===== src/rtl/alu_exec_unit.sv =====
// ============================================================================
//  Module   : alu_exec_unit
//  Purpose  : Handshaked execution unit for the multi-cycle core. Executes the
//             3-bit ALU_control code on two WIDTH-bit operands. Logic ops,
//             add/sub and SLT complete in one cycle; shifts run serially one
//             bit per cycle unless the barrel shifter is compiled in. The
//             result is held until the consumer accepts it.
//  Ports    : clk, rst         - clock, synchronous active-high reset
//             in_valid/in_ready - request handshake (captures op + operands)
//             ALU_control      - 000 ADD 001 SUB 010 AND 011 OR 100 XOR
//                                101 SLT 110 SLL 111 SRL
//             src_a, src_b     - operands; src_b[SHAMT_W-1:0] = shift amount
//             out_valid/out_ready - result handshake
//             result, zero     - registered result and result==0 flag
//  Config   : ALU_BARREL_SHIFT_EN - when defined, shifts use a combinational
//             barrel shifter (1-cycle latency, no SHIFT state or counter).
//  Revision : 1.0 - initial release
// ============================================================================
`default_nettype none

module alu_exec_unit #(
    parameter int WIDTH   = 32,
    parameter int SHAMT_W = 5
) (
    input  logic             clk,
    input  logic             rst,
    input  logic             in_valid,
    output logic             in_ready,
    input  logic [2:0]       ALU_control,
    input  logic [WIDTH-1:0] src_a,
    input  logic [WIDTH-1:0] src_b,
    output logic             out_valid,
    input  logic             out_ready,
    output logic [WIDTH-1:0] result,
    output logic             zero
);

    localparam logic [2:0] C_OP_ADD = 3'b000;
    localparam logic [2:0] C_OP_SUB = 3'b001;
    localparam logic [2:0] C_OP_AND = 3'b010;
    localparam logic [2:0] C_OP_OR  = 3'b011;
    localparam logic [2:0] C_OP_XOR = 3'b100;
    localparam logic [2:0] C_OP_SLT = 3'b101;
    localparam logic [2:0] C_OP_SLL = 3'b110;
    localparam logic [2:0] C_OP_SRL = 3'b111;

    typedef enum logic [1:0] {
        ST_IDLE  = 2'd0,
        ST_SHIFT = 2'd1,
        ST_DONE  = 2'd2
    } state_t;

    state_t             state_q, state_d;
    logic [WIDTH-1:0]   result_q, result_d;
    logic               zero_q, zero_d;

    logic               w_accept;
    logic               w_slt;
    logic [SHAMT_W-1:0] w_shamt;
    logic [WIDTH-1:0]   w_op_value;

`ifndef ALU_BARREL_SHIFT_EN
    logic [WIDTH-1:0]   work_q, work_d;
    logic [SHAMT_W-1:0] cnt_q, cnt_d;
    logic               left_q, left_d;
    logic               w_is_shift;
    logic [WIDTH-1:0]   w_work_step;

    // SLL and SRL are the only codes with both upper bits set.
    assign w_is_shift  = (ALU_control[2:1] == 2'b11);
    assign w_work_step = left_q ? (work_q << 1) : (work_q >> 1);
`endif

    assign in_ready  = !rst && ((state_q == ST_IDLE) ||
                                ((state_q == ST_DONE) && out_ready));
    assign w_accept  = in_valid && in_ready;
    assign out_valid = (state_q == ST_DONE);
    assign result    = result_q;
    assign zero      = zero_q;

    assign w_shamt = src_b[SHAMT_W-1:0];
    assign w_slt   = ($signed(src_a) < $signed(src_b));

    // Single-cycle result. In the serial build the shift entries only matter
    // for a shift amount of zero, where the result is src_a unchanged.
    always_comb begin
        w_op_value = '0;
        case (ALU_control)
            C_OP_ADD: w_op_value = src_a + src_b;
            C_OP_SUB: w_op_value = src_a - src_b;
            C_OP_AND: w_op_value = src_a & src_b;
            C_OP_OR:  w_op_value = src_a | src_b;
            C_OP_XOR: w_op_value = src_a ^ src_b;
            C_OP_SLT: w_op_value = {{(WIDTH-1){1'b0}}, w_slt};
`ifdef ALU_BARREL_SHIFT_EN
            C_OP_SLL: w_op_value = src_a << w_shamt;
            C_OP_SRL: w_op_value = src_a >> w_shamt;
`else
            C_OP_SLL: w_op_value = src_a;
            C_OP_SRL: w_op_value = src_a;
`endif
            default:  w_op_value = '0;
        endcase
    end

    always_comb begin
        state_d  = state_q;
        result_d = result_q;
        zero_d   = zero_q;
`ifndef ALU_BARREL_SHIFT_EN
        work_d   = work_q;
        cnt_d    = cnt_q;
        left_d   = left_q;
`endif
        case (state_q)
            ST_DONE: begin
                if (out_ready) begin
                    state_d = ST_IDLE;
                end
            end
`ifndef ALU_BARREL_SHIFT_EN
            ST_SHIFT: begin
                work_d = w_work_step;
                cnt_d  = cnt_q - SHAMT_W'(1);
                // Last step: publish the fully shifted value directly.
                if (cnt_q == SHAMT_W'(1)) begin
                    result_d = w_work_step;
                    zero_d   = (w_work_step == '0);
                    state_d  = ST_DONE;
                end
            end
`endif
            default: ;
        endcase

        // An accept overrides the DONE->IDLE drain so back-to-back ops
        // proceed straight to their next state.
        if (w_accept) begin
`ifndef ALU_BARREL_SHIFT_EN
            if (w_is_shift && (w_shamt != '0)) begin
                work_d  = src_a;
                cnt_d   = w_shamt;
                left_d  = ~ALU_control[0];
                state_d = ST_SHIFT;
            end else begin
                result_d = w_op_value;
                zero_d   = (w_op_value == '0);
                state_d  = ST_DONE;
            end
`else
            result_d = w_op_value;
            zero_d   = (w_op_value == '0);
            state_d  = ST_DONE;
`endif
        end
    end

    always_ff @(posedge clk) begin
        if (rst) begin
            state_q  <= ST_IDLE;
            result_q <= '0;
            zero_q   <= 1'b0;
`ifndef ALU_BARREL_SHIFT_EN
            work_q   <= '0;
            cnt_q    <= '0;
            left_q   <= 1'b0;
`endif
        end else begin
            state_q  <= state_d;
            result_q <= result_d;
            zero_q   <= zero_d;
`ifndef ALU_BARREL_SHIFT_EN
            work_q   <= work_d;
            cnt_q    <= cnt_d;
            left_q   <= left_d;
`endif
        end
    end

endmodule

`default_nettype wire

===== config.mk =====
export PLATFORM = sky130hd
export DESIGN_NAME = alu_exec_unit
export DESIGN_NICKNAME = d
export VERILOG_FILES = /design/src/rtl/alu_exec_unit.sv
export SDC_FILE = /design/constraint.sdc
export NUM_CORES = 1
export LEC_CHECK = 0
export ABC_AREA = 1
export CORE_MARGIN = 4
export CORE_UTILIZATION = 50
export DETAILED_ROUTE_END_ITERATION = 6
export PLACE_DENSITY_LB_ADDON = 0.15
export SYNTH_ARGS = -nofsm -noshare
export SYNTH_HDL_FRONTEND = slang
export SYNTH_SLANG_ARGS = --single-unit

===== constraint.sdc =====
create_clock -name clk -period 5.1 [get_ports clk]
set_clock_uncertainty 0.15 [all_clocks]
set_input_delay 1.02 -clock clk [delete_from_list [all_inputs] [get_ports clk]]
set_output_delay 1.02 -clock clk [all_outputs]
set_load 0.03 [all_outputs]

# After elaboration in Yosys (flattened, before gate mapping)
# Index checks and enable logic that the tools add are counted.
totals:
  ff_bits: 73
  input_bits: 71
  output_inout_bits: 35
  word_cells: 63
classes:
  addsub: 3
  n_lt_le_gt_ge: 1
  n_eq_ne: 13
  muxes: 21
  bitwise_logic: 4
  reduce_logical: 15
op_table:
  columns: ["cell", "count"]
  rows:
  - ["two-way mux 32 bit", 8]
  - ["one-hot mux 32 bit (7 select lines)", 1]
  - ["zero test 32 bit", 2]
  - ["adder 32 bit", 1]
  - ["AND 32 bit", 1]
  - ["< comparator 32 bit", 1]
  - ["OR 32 bit", 1]
  - ["subtractor 32 bit", 1]
  - ["XOR 32 bit", 1]
  - ["two-way mux 5 bit", 3]
  - ["equality test 3 bit, second input constant", 4]
  - ["two-way mux 2 bit", 4]
  - ["equality test 3 x 2 -> 1 bit, second input constant", 2]
  - ["equality test 5 x 1 -> 1 bit, second input constant", 1]
  - ["nonzero test 5 bit", 1]
  - ["subtractor 5 x 1 -> 5 bit, second input constant", 1]
  - ["equality test 2 bit, second input constant", 2]
  - ["logical AND 1 bit", 4]
  - ["two-way mux 1 bit", 4]
  - ["one-hot mux 2 bit (2 select lines)", 1]
  - ["equality test 3 x 1 -> 1 bit, second input constant", 1]
  - ["zero test 3 bit", 1]
  - ["!= test 3 x 1 -> 1 bit, second input constant", 1]
  - ["!= test 3 bit, second input constant", 1]
  - ["9 further kinds", 9]

# Logic depth before layout (Yosys ltp)
logic_depth:
  ltp_word: 7
  ltp_mapped: 21
  ltp_nobuf: 20

# Worst setup path after synthesis
# OpenSTA, ideal clock, no wires.
synth_timing:
  path_type: "input -> register"
  start: "in rst"
  end: "reg result_q[23], in the netlist result[23]"
  arrival_time_ps: 2918
  required_ps: 4834
  path_slack_ps: 1916
  path_stages: 8
  path_buffers: 2
  path_cell_list: "buf_2 > nor3_1 > nand2_1 > nor2_2 > inv_2 > clkbuf_1 > o211ai_1 > inv_1"
synth_between:
  elab_chain_cells: 4
synth_rtl:
  columns: ["element", "line", "source"]
  rows:
  - ["from (decl)", "26", "input logic rst,"]
  - ["zero test 1 bit", "74", "assign in_ready = !rst && ((state_q == ST_IDLE) ||"]
  - ["logical AND 1 bit", "74", null]
  - ["named net in_ready", "28", "output logic in_ready,"]
  - ["logical AND 1 bit", "76", "assign w_accept = in_valid && in_ready;"]
  - ["two-way mux 32 bit", "138", "if (w_accept) begin"]
  - ["to (signal assigned)", "170", "result_q <= result_d;"]
  - ["to (decl)", "54", "logic [WIDTH-1:0] result_q, result_d;"]
# The timed path passes the listed nets, and every way through them passes these cells.
# A chain may end at the register's enable or synchronous reset.

# Final worst setup path
layout_timing:
  start: "in src_a[5]"
  end: "reg zero_q, in the netlist zero"
layout_between:
  elab_chain_cells: 5
  word_cells_on_any_way: 10
  classes_between: "2 x add/sub; 1 x order compare; 3 x mux; 3 x bitwise; 1 x reduce/logical"
layout_rtl:
  columns: ["element", "line", "source"]
  rows:
  - ["from (decl)", "30", "input logic [WIDTH-1:0] src_a,"]
  - ["subtractor 32 bit (tied with other cells)", "90", "C_OP_SUB: w_op_value = src_a - src_b;"]
  - ["one-hot mux 32 bit (7 select lines) (*)", "88", "case (ALU_control)"]
  - ["zero test 32 bit (*)", "147", "zero_d = (w_op_value == '0);"]
  - ["two-way mux 1 bit (*)", "140", "if (w_is_shift && (w_shamt != '0)) begin"]
  - ["two-way mux 1 bit (*)", "138", null]
  - ["to (signal assigned)", "171", "zero_q <= zero_d;"]
  - ["to (decl)", "55", "logic zero_q, zero_d;"]
# Every way passes the cells marked *; elsewhere a longest branch is shown, timed or not.

==> results.cfg <==
[cells_and_area]
syn2layout_area_growth_pct = 12.7
num_antenna_cells = 0
fin_nets = 2088
drive_above_1_share = 0.0531
stdcell_area_sq_um = 11800
fillers = 2204
multi_input_area_sq_um = 7290
seq_area_sq_um = 1460

[synthesis]
synth-seq-area-share = 0.139
synth_top_area_cell = nand2_1
async_flop_share = 0
yosys-top-cells-count = 552 x nand2_1, 323 x inv_1, 135 x nor2_1
netlist_top_cells_area = nand2_1 20%, dfxtp_1 14%, ha_1 12%
syn-cell-area_sq_um = 10500
postSynthAreaPerCell_sq_um = 5.63
synth_nets = 2037
synthFlopType = dfxtp_1
synth_cells = 1866
ys_warn_count = 0
synth_top_area_frac = 0.197
synth_most_common_cell = nand2_1
yosys_register_bits = 73
synth-edff-count = 0
synth_cell_types = 49

[timing]
period_needed_ns = 4.08
rsz0062_at_grt = no
final_hold_viol_count = 0
worst_slew_pin_slew_ns = 1.08
tns_ns = 0
max_freq_ghz = 0.245
relSlewSlack = 0.279
setup_viol = 0
min_period_over_period = 0.800
report.final.slew_viol_count = 0
whs_ns = 0.342
fin_ws_ns = 1.02

[clocking]
cts_tree = yes
cts.clk_slew.worst_paths_ns = 0.06
cts-buffers-inserted = 9
cts.sinks = 73
insertion_delay_ns = 0.33
holdBufCountCts = 0
clockBufferDepth = 2
post_cts_buffers = 0
cts_resized = 0
htree_num_levels = 3
clock_tree.root_cell = clkbuf_16

[floorplan]
core.rowCount = 52
chipWidth_microns = 153
ioPinCount = 106
core_area_sq_um = 20400
die_y_microns = 153
initial_core_util = 0.514
dieArea_sq_um = 23400

[setup_path]
cp.required_ns = 5.21
crit_path_end_kind = flip-flop
crit_fanout = 9
crit_type = in2reg
cp_data_arrival_time_ns = 4.19
crit_path_start_kind = input pin

[detailed_routing]
totalWireLength_mm = 40.7
ant_nets = 0
drtPass1Iterations = 7
via_count = 12200
drtIter0Drc = 1233
wl_per_cell_microns = 18.6
drc = 4
avgViaCountPerCell = 5.55

[run_status]
violations = design-rule violations
status = complete, but fails checks

[grt]
antenna_found_initial = 0
overflow = 0
grtUsageTotal = 0.330
grt_pass1_wl_mm = 61.7
grt_max_degree = 64
grt_pass1_vias = 10900

[pwr]
p_leak_uw = 0.00605
peakVddDrop_uv = 173
pwr_density_cell_nw_per_um2 = 189
finalPower_uw = 2240

[placed_design]
place.detailed.hpwl_mm = 33.0
port_buffers = 105
dp_slack_ns = 0.761
post_dp_cell_area_sq_um = 11600
gp_congestion = 1.02

[run]
max-cap-violations = 0

[min_path]
hold_path_class = reg2reg
worst paths after layout:
check | end | cells after the start | slack, ns | startpoint
setup / recovery | zero$_SDFF_PP0_ | 18 | 1.02 | src_a[5]
hold / removal | work_q[4]$_SDFF_PP0_ | 2 | 0.34 | work_q[4]$_SDFF_PP0_
setup reg to reg | result[10]$_SDFF_PP0_ | 11 | 2.02 | state_q[1]$_SDFFE_PP0P_
hold reg to reg | work_q[4]$_SDFF_PP0_ | 2 | 0.34 | work_q[4]$_SDFF_PP0_
through the flow:
step / std cells / util
global route: 2192 / 0.579
finish: 2192 / 0.579
CTS: 2192 / 0.579
detailed placement: 2176 / 0.566
floorplan: 1866 / -
global placement: 2176 / 0.566
power by group:
group,internal [uW],switching [uW],leakage [uW]
combinational,344,711,0.00532
sequential,601,23.9,0.000595
clock,326,229,0.000130
metal layers:
metal,track usage,wire length (microns),vias to the layer above
li1,-,-,6041
met1,0.487,18600,5520
met2,0.511,17500,552
met3,0.0478,3820,59
met4,0.0700,782,0
met5,0,0,-
placed cells by master, fill, tap and decap left out, drive strengths merged, types with 3 or more instances in the layout:
cell type / Yosys / routed
nand2: 561 / 561
nor4: 3 / 3
a31oi: 9 / 9
dfxtp: 73 / 73
nor3: 14 / 14
nand3: 138 / 138
and2: 3 / 3
o21ai: 108 / 108
nor2: 161 / 161
nand4: 21 / 21
buf: 53 / 19
a221oi: 11 / 11
inv: 336 / 336
ha: 98 / 98
clkdlybuf4s50: 0 / 105
clkbuf: 31 / 12
xor2: 7 / 7
mux2i: 19 / 19
o22ai: 43 / 43
a21oi: 134 / 134
o211ai: 20 / 20
o21bai: 4 / 4
clkinv: 0 / 4
critical path, stage by stage:
cell and delay [ns]:
clkdlybuf4s50_1 0.59, inv_1 0.09, ha_1 0.47, nor2_1 0.30
nand3_1 0.14, nand2_1 0.15, nand2_1 0.10, nand2_2 0.11
nand2_1 0.06, nand3_1 0.06, nand3_1 0.08, nor2_1 0.37
nand2_1 0.10, nor2_1 0.12, nand3_1 0.10, nor2_1 0.11
nand3_1 0.09, a21oi_2 0.12
sequential cells by signal, summed over array words and instances, names as in the netlist:
signal and flops:
result 32, work_q 32, cnt_q 5, state_q 2, left_q 1, zero 1
final cells by class:
| cell class | instances | share of cell area |
|---|---|---|
| Multi-Input combinational cell | 1373 | 0.616 |
| Sequential cell | 73 | 0.124 |
| Inverter | 336 | 0.107 |
| Timing Repair Buffer | 124 | 0.103 |
| Tap cell | 270 | 0.0286 |
| Clock buffer | 12 | 0.0200 |
| Clock inverter | 4 | 0.00169 |
kinds of logic after synthesis:
kind of cell	Yosys count	synth area share
xor gates and xnor gates	8	0.00668
and+or+nand+nor	905	0.365
buffers and inverters	420	0.167
adders and majority gates	100	0.121
muxes	20	0.0192
DFF	73	0.139
AOI/OAI and AO/OA	340	0.183
Power figures use the tool's default switching activity.
